### config.mk
export PLATFORM = sky130hd
export DESIGN_NAME = int_ctrl_flat
export DESIGN_NICKNAME = d
export VERILOG_FILES = /design/src/rtl/int_ctrl_if.sv /design/src/rtl/int_ctrl.sv /design/src/flat_wrapper.sv
export SDC_FILE = /design/constraint.sdc
export NUM_CORES = 1
export LEC_CHECK = 0
export CAP_MARGIN = 30
export CORE_ASPECT_RATIO = 1.25
export CORE_UTILIZATION = 35
export CTS_BUF_LIST = sky130_fd_sc_hd__clkbuf_16
export CTS_CLUSTER_DIAMETER = 120
export DETAILED_ROUTE_END_ITERATION = 8
export GPL_ROUTABILITY_DRIVEN = 0
export GPL_TIMING_DRIVEN = 0
export PLACE_DENSITY = 0.79
export SLEW_MARGIN = 30
export SYNTH_ARGS = -nofsm -noshare
export SYNTH_HDL_FRONTEND = slang
export SYNTH_SLANG_ARGS = --single-unit
### constraint.sdc
create_clock -name clk -period 1.8 [get_ports clk]
set_input_delay 0.36 -clock clk [delete_from_list [all_inputs] [get_ports clk]]
set_output_delay 0.36 -clock clk [all_outputs]
set_load 0.03 [all_outputs]
### src/rtl/int_ctrl_if.sv
// CPU-side bus of the interrupt controller: external request lines, eret,
// configuration writes, and the interrupt/cause/status outputs.
interface int_ctrl_if #(
   parameter int N_SRC = 4
) ();
   logic [N_SRC-1:0] irq;
   logic             eret;
   logic             cfg_we;
   logic             cfg_sel;
   logic [31:0]      cfg_wdata;
   logic             int_o;
   logic [2:0]       cause;
   logic             in_service;
   logic [31:0]      status;

   modport master (
      output irq, eret, cfg_we, cfg_sel, cfg_wdata,
      input  int_o, cause, in_service, status
   );

   modport slave (
      input  irq, eret, cfg_we, cfg_sel, cfg_wdata,
      output int_o, cause, in_service, status
   );
endinterface

### src/rtl/int_ctrl.sv
// Interrupt controller: synchronises irq lines, latches rising edges as pending,
// masks and prioritises them, and pulses int_o once per handler until eret.
module int_ctrl #(
   parameter int N_SRC = 4
) (
   input logic        clk,
   input logic        reset,
   int_ctrl_if.slave  bus
);

   typedef enum logic [1:0] {IDLE, FIRE, SERVE} state_t;

   state_t           state;
   logic [N_SRC-1:0] s1, s2, d;
   logic [N_SRC-1:0] pending, mask;
   logic             ie;
   logic             int_q;
   logic             busy;
   logic [2:0]       cause_q;

   logic [N_SRC-1:0] rise, eligible, win_oh, take_vec, cfg_clr;
   logic [2:0]       win;
   logic             found, take;
   logic [31:0]      status_w;
   logic             unused_wdata;

   assign rise     = s2 & ~d;
   assign eligible = pending & mask;

   // Lowest index wins.
   always_comb begin
      win    = '0;
      win_oh = '0;
      found  = 1'b0;
      for (int unsigned i = 0; i < N_SRC; i++) begin
         if (eligible[i] && !found) begin
            win       = 3'(i);
            win_oh[i] = 1'b1;
            found     = 1'b1;
         end
      end
   end

   assign take     = (state == IDLE) && ie && (|eligible) && !bus.eret;
   assign take_vec = take ? win_oh : '0;
   assign cfg_clr  = (bus.cfg_we && bus.cfg_sel) ? bus.cfg_wdata[16 +: N_SRC] : '0;

   always_ff @(posedge clk or posedge reset) begin
      if (reset) begin
         s1 <= '0;
         s2 <= '0;
         d  <= '0;
      end else begin
         s1 <= bus.irq;
         s2 <= s1;
         d  <= s2;
      end
   end

   // A new edge is OR'd in after the clears so it is never lost.
   always_ff @(posedge clk or posedge reset) begin
      if (reset) begin
         pending <= '0;
         mask    <= '0;
         ie      <= 1'b0;
      end else begin
         pending <= (pending & ~take_vec & ~cfg_clr) | rise;
         if (bus.cfg_we && !bus.cfg_sel) begin
            ie   <= bus.cfg_wdata[0];
            mask <= bus.cfg_wdata[8 +: N_SRC];
         end
      end
   end

   always_ff @(posedge clk or posedge reset) begin
      if (reset) begin
         state   <= IDLE;
         int_q   <= 1'b0;
         busy    <= 1'b0;
         cause_q <= '0;
      end else begin
         case (state)
            IDLE: begin
               if (take) begin
                  state   <= FIRE;
                  int_q   <= 1'b1;
                  busy    <= 1'b1;
                  cause_q <= win;
               end
            end
            FIRE: begin
               state <= SERVE;
               int_q <= 1'b0;
            end
            SERVE: begin
               if (bus.eret) begin
                  state <= IDLE;
                  busy  <= 1'b0;
               end
            end
            default: begin
               state <= IDLE;
               int_q <= 1'b0;
               busy  <= 1'b0;
            end
         endcase
      end
   end

   always_comb begin
      status_w              = '0;
      status_w[16 +: N_SRC] = pending;
      status_w[8 +: N_SRC]  = mask;
      status_w[1]           = busy;
      status_w[0]           = ie;
   end

   assign unused_wdata   = ^bus.cfg_wdata;
   assign bus.int_o      = int_q;
   assign bus.cause      = cause_q;
   assign bus.in_service = busy;
   assign bus.status     = status_w;

endmodule

### src/flat_wrapper.sv
// flat-port wrapper written by rule: the top's interface ports become plain ports
module int_ctrl_flat 
#(
   parameter int N_SRC = 4
)
  (clk, reset, bus_irq, bus_eret, bus_cfg_we, bus_cfg_sel, bus_cfg_wdata, bus_int_o, bus_cause, bus_in_service, bus_status);
  int_ctrl_if #(.N_SRC(N_SRC)) bus_i ();
  input logic clk;
  input logic reset;
  input wire logic [$bits(bus_i.irq)-1:0] bus_irq;
  input wire logic [$bits(bus_i.eret)-1:0] bus_eret;
  input wire logic [$bits(bus_i.cfg_we)-1:0] bus_cfg_we;
  input wire logic [$bits(bus_i.cfg_sel)-1:0] bus_cfg_sel;
  input wire logic [$bits(bus_i.cfg_wdata)-1:0] bus_cfg_wdata;
  output wire logic [$bits(bus_i.int_o)-1:0] bus_int_o;
  output wire logic [$bits(bus_i.cause)-1:0] bus_cause;
  output wire logic [$bits(bus_i.in_service)-1:0] bus_in_service;
  output wire logic [$bits(bus_i.status)-1:0] bus_status;
  assign bus_i.irq = bus_irq;
  assign bus_i.eret = bus_eret;
  assign bus_i.cfg_we = bus_cfg_we;
  assign bus_i.cfg_sel = bus_cfg_sel;
  assign bus_i.cfg_wdata = bus_cfg_wdata;
  assign bus_int_o = bus_i.int_o;
  assign bus_cause = bus_i.cause;
  assign bus_in_service = bus_i.in_service;
  assign bus_status = bus_i.status;
  int_ctrl #(.N_SRC(N_SRC)) u_core (.clk(clk), .reset(reset), .bus(bus_i));
endmodule
# Yosys cells after proc, flatten, opt, wreduce, memory -nomap -nowiden
# Index checks and enable logic that the tools add are counted.
[classes] eq_ne=4 muxes=18 bitwise_logic=10 reduce_logical=19
[ops] op="bitwise AND 4 bit" count=4
[ops] op="NOT 4 bit" count=3
[ops] op="2-to-1 mux 1 bit" count=9
[ops] op="logical AND 1 bit" count=8
[ops] op="2-to-1 mux 2 bit" count=4
[ops] op="2-to-1 mux 4 bit" count=2
[ops] op="one-hot mux 2 bit (3 select lines)" count=1
[ops] op="AND reduction 2 bit" count=3
[ops] op="zero test 1 bit" count=5
[ops] op="bitwise OR 4 bit" count=1
[ops] op="OR reduction 4 bit" count=1
[ops] op="one-hot mux 1 bit (3 select lines)" count=1
[ops] op="AND reduction 3 bit" count=1
[ops] op="== test 2 x 1 -> 1 bit, second input constant" count=1
[ops] op="== test 2 bit, second input constant" count=1
[ops] op="zero test 2 bit" count=1
[ops] op="inequality test 2 x 1 -> 1 bit, second input constant" count=1
[ops] op="inequality test 2 bit, second input constant" count=1
[ops] op="NOT 1 bit" count=2
[ops] op="one-hot mux 1 bit (2 select lines)" count=1
[totals] ff_bits=28 input_bits=41 elab_cells=61

# Logic depth before layout (Yosys ltp)
# Gate-level depths: netlist (run 1).
[depth] word_depth=16 ltp_mapped=4 depth_no_buf=3

# Worst setup path after synthesis (run 1)
# OpenSTA, ideal clock, no wires.
[synth_path] kind="reg-to-reg" from="register u_core.state[1]" to="register u_core.pending[3]" setup_ns=0.135 arrival_ns=1.361 slack_ns=0.304 path_stages_with_launch=4 n_path_buf=0 period_less_slack_ns=1.496 cell_sequence="dfrtp_1 or4b_4 a2111oi_2 o22ai_1"
[synth_via] elab_chain_len=9
[synth_rtl] item="start: declaration" line_no="int_ctrl.sv:13" source="state_t state;"
[synth_rtl] item="start signal: assignment" line_no="int_ctrl.sv:77" source="state <= IDLE;"
[synth_rtl] item="start signal: assignment" line_no="int_ctrl.sv:85" source="state <= FIRE;"
[synth_rtl] item="start signal: assignment" line_no="int_ctrl.sv:92" source="state <= SERVE;"
[synth_rtl] item="zero test 2 bit" line_no="int_ctrl.sv:44" source="assign take = (state == IDLE) && ie && (|eligible) && !bus.eret;"
[synth_rtl] item="logical AND 1 bit (3 in a row)" line_no="int_ctrl.sv:44"
[synth_rtl] item="2-to-1 mux 4 bit" line_no="int_ctrl.sv:45" source="assign take_vec = take ? win_oh : '0;"
[synth_rtl] item="NOT 4 bit" line_no="int_ctrl.sv:67" source="pending <= (pending & ~take_vec & ~cfg_clr) | rise;"
[synth_rtl] item="bitwise AND 4 bit (2 in a row)" line_no="int_ctrl.sv:67"
[synth_rtl] item="bitwise OR 4 bit" line_no="int_ctrl.sv:67"
[synth_rtl] item="end signal: assignment" line_no="int_ctrl.sv:67"
[synth_rtl] item="end: declaration" line_no="int_ctrl.sv:15" source="logic [N_SRC-1:0] pending, mask;"
# No other way between the ends.
# A chain may end at the register's enable or synchronous reset.

# Worst setup path after layout (run 1)
[layout_path] from="register u_core.busy, in the netlist u_core.bus.in_service" to="output port bus_status[1]"
[layout_rtl] item="start: declaration" line_no="int_ctrl.sv:18" source="logic busy;"
[layout_rtl] item="start signal: assignment" line_no="int_ctrl.sv:79" source="busy <= 1'b0;"
[layout_rtl] item="start signal: assignment" line_no="int_ctrl.sv:87" source="busy <= 1'b1;"
[layout_rtl] item="start signal: assignment" line_no="int_ctrl.sv:98" source="busy <= 1'b0;"
[layout_rtl] item="end: declaration" line_no="flat_wrapper.sv:18" source="output wire logic [$bits(bus_i.status)-1:0] bus_status;"
# No word-level cell between the ends.

==> results.md, run 1 <==
- Static Leak: 0.0008535 uW
- Switching power: 690.3 uW
- Worst-path clk slew: 0.06 ns
- Cts bufs inserted: 3
- Tot GR Track Use: 14.26%
- Switching part of the total: 34.29%
- Hold WC Path Type: reg -> reg
- Netlist Area Pre-Place: 0.001179 mm^2
- RSZ-0062 raised after global routing: no
- Sequential element share of the synthesized area: 57.32%
- Startpoint Class: flop
- Vias in the first global route: 824
- Required @ worst endpoint: 1.44 ns
- CP peak stage delay: 0.66 ns
- Largest net degree at the start of global routing: 28
- Fin nets: 203
- Hold bufs inserted after CTS: 0
- Area growth syn-to-layout: 46.07%
- Setup-failing EPs final: 0
- Die Height: 66.88 um
- Logic pwr share: 35.2%
- Slew @ Worst Pin: 0.5579 ns
- Vias: 894
- PwrDens: 1169 mW/mm^2
- Max Freq: 0.5681 GHz
- Post-DP HPWL: 1703 um
- Crit path time final: 1.760 ns
- Iteration-0 DRC Markers: 16
- Final WL: 2275 um
- Setup ws final: 0.03962 ns
- CTS tree: done
- Initial Util: 36.57%
- Yosys cell types: 23
- Fillers: 283
- Crit path kind: reg -> out
- Final Power: 2013 uW
- TritonRoute pass-1 iters: 4
- Sequential power share: 39.9%
- H-tree depth: 1
- Setup crit end kind: output port
- Antenna cells: 0
- Area leader, netlist: dfrtp_1
- Max-Cap Viols: 0
- Post-route ant nets: 0
- Vias per std cell: 4.515
- IO Pins: 78
- Final hold vios: 0
- CTS sink cnt: 27
- Site Rows: 23
- Status: complete, no violations
- CP max FO: 3
- Yosys reg bits: 27
- Worst slew margin: 62.71%
- Clk Tree Root Cell: clkbuf_16
- Commonest cells after routing, fill and taps aside: dfrtp_1, clkdlybuf4s50_1, buf_4
- Final Cycle Share: 97.80%
- Worst Path Arrival: 1.40 ns
- Post-Place Cell Area: 0.001618 mm^2
- Dpl ws: -0.2051 ns
- Skew-Pair Late Insertion Delay: 0.26 ns
- Critical-path top delay cell: clkdlybuf4s50_1
- Cells after Synth: 104
- Post-CTS setup buffers: 0
- Layout cells sized above 1: 21.74%
- Initial antenna violation count: 0
- Synth top area share: 57.32%
- Routed wire per std cell: 11.49 um
- Yosys warns: 0
- Max Slew Vio Count: 0
- First-pass GRT wire length: 3608 um
- DRC violations left: 0
- P_int: 1323 uW
- Skew final: 0.004461 ns
- Syn Area/Cell: 11.33 um^2
- Die area: 0.003605 mm^2
- Commonest non-fill, non-tap cell in the layout: dfrtp_1
- Peak supply drop: 0.6566 mV
- CORE AREA: 0.003223 mm^2
- Clock group share of total power: 25.0%
- Final instance area: 0.001722 mm^2
- Die width: 53.91 um
- Port buffer count: 31
- Critical path cell sequence: buf_4 -> clkdlybuf4s50_1
- GR Overflow Total: 0
- Synth top area cells: dfrtp_1, buf_4, inv_1
- CTS Buffer Depth: 2
## worst paths after layout
path,cells after the start,slack [ns],startpoint,end
worst min-delay path,0,0.35,u_core.s1[3]$_DFF_PP0_,u_core.s2[3]$_DFF_PP0_
worst max register to register,3,0.19,u_core.state[1]$_DFFE_PP0P_,u_core.pending[3]$_DFF_PP0_
min in group asynchronous,2,0.45,reset,u_core.s2[2]$_DFF_PP0_
worst min register to register,0,0.35,u_core.s1[3]$_DFF_PP0_,u_core.s2[3]$_DFF_PP0_
worst max-delay path,2,0.04,u_core.bus.in_service$_DFFE_PP0P_,bus_status[1]
max in group asynchronous,2,0.99,reset,u_core.pending[3]$_DFF_PP0_
## flip-flops by register name, indices dropped and copies added (netlist names)
register / cells
u_core.bus.int_o: 1
u_core.bus.in_service: 1
u_core.state: 2
u_core.s2: 4
u_core.mask: 4
u_core.s1: 4
u_core.d: 4
u_core.ie: 1
u_core.bus.cause: 2
u_core.pending: 4
## synth_stat cells
master     number
o211ai_1        1
o22ai_1         1
a22o_1          3
o21ai_1         2
nor4b_2         1
dfrtp_1        27
buf_4          25
nand3_1         5
mux2_2          2
inv_1           9
or4b_4          1
o21a_1          1
clkbuf_1        1
nor2b_1         1
o311ai_1        1
a32o_1          2
a21o_1          2
o21ai_0         5
nand2_1         7
a2111oi_2       1
nor2_1          1
a21oi_1         4
conb_1          1
## layer usage
layer / vias up / global-route usage (%) / share of wire, %
li1: 418 / - / -
met1: 404 / 15.70 / 34
met2: 63 / 23.61 / 51
met3: 9 / 3.196 / 11
met4: 0 / 9.539 / 3.5
met5: - / 0 / 0
## per-stage QoR
step / cells / hold WS (ns) / setup TNS (ns) / utilization [%]
global placement: 194 / 0.3359 / -0.4473 / 50.19
detailed placement: 194 / 0.3371 / -0.5501 / 50.19
floorplan: 126 / 0.3312 / 0 / -
CTS: 198 / 0.3513 / 0 / 52.72
finish: 198 / 0.3498 / 0 / 53.42
global route: 198 / 0.3576 / 0 / 53.42
## timing repair
action	4_1_cts	5_1_grt
resized for setup	1	5
setup endpoints to repair	1	5
pin swaps	0	0
## power groups by stage
stage / clock [uW] / combinational (uW) / sequential [uW]
finish: 503 / 708 / 803
global route: 539 / 752 / 819
CTS: 513 / 706 / 799
floorplan: 0 / 300 / 942
detailed placement: 0 / 705 / 809
global placement: 0 / 692 / 805
## logic make-up (layout without fill, tap and decap cells)
| family | Yosys count | after routing | share of synthesized area [%] |
|---|---|---|---|
| buffers and inverters | 35 | 70 | 19.11 |
| flip-flops | 27 | 27 | 57.33 |
| AO/OA/AOI/OAI | 23 | 23 | 13.69 |
| AND/OR/NAND/NOR | 16 | 16 | 7.643 |
| multiplexers | 2 | 2 | 1.911 |
| other | 1 | 23 | 0.3182 |
## critical path: cells and delay by family, from the launching register on
family / cells / cell delay, ns
buffers and inverters: 2 / 0.77
flip-flops: 1 / 0.37
## layout make-up
type                    count  area (um^2)  share of cell area [%]
clock inverters             1        7.507                  0.4360
inverters                   9        33.78                   1.962
well taps                  37        46.29                   2.689
flip-flops and latches     27        675.6                   39.24
plain buffers              26        191.4                   11.12
clock buffers               3        75.07                   4.360
multi-input cells          64        372.9                   21.66
repair buffers             31        319.1                   18.53
Note: power is estimated with default switching activity, not from simulation.
==> run 2: changes to the inputs <==
SKIP_LAST_GASP = 1   (was not set)
==> results of run 2 <==
No change in the layout: final DEF, timing and power equal those of run 1.
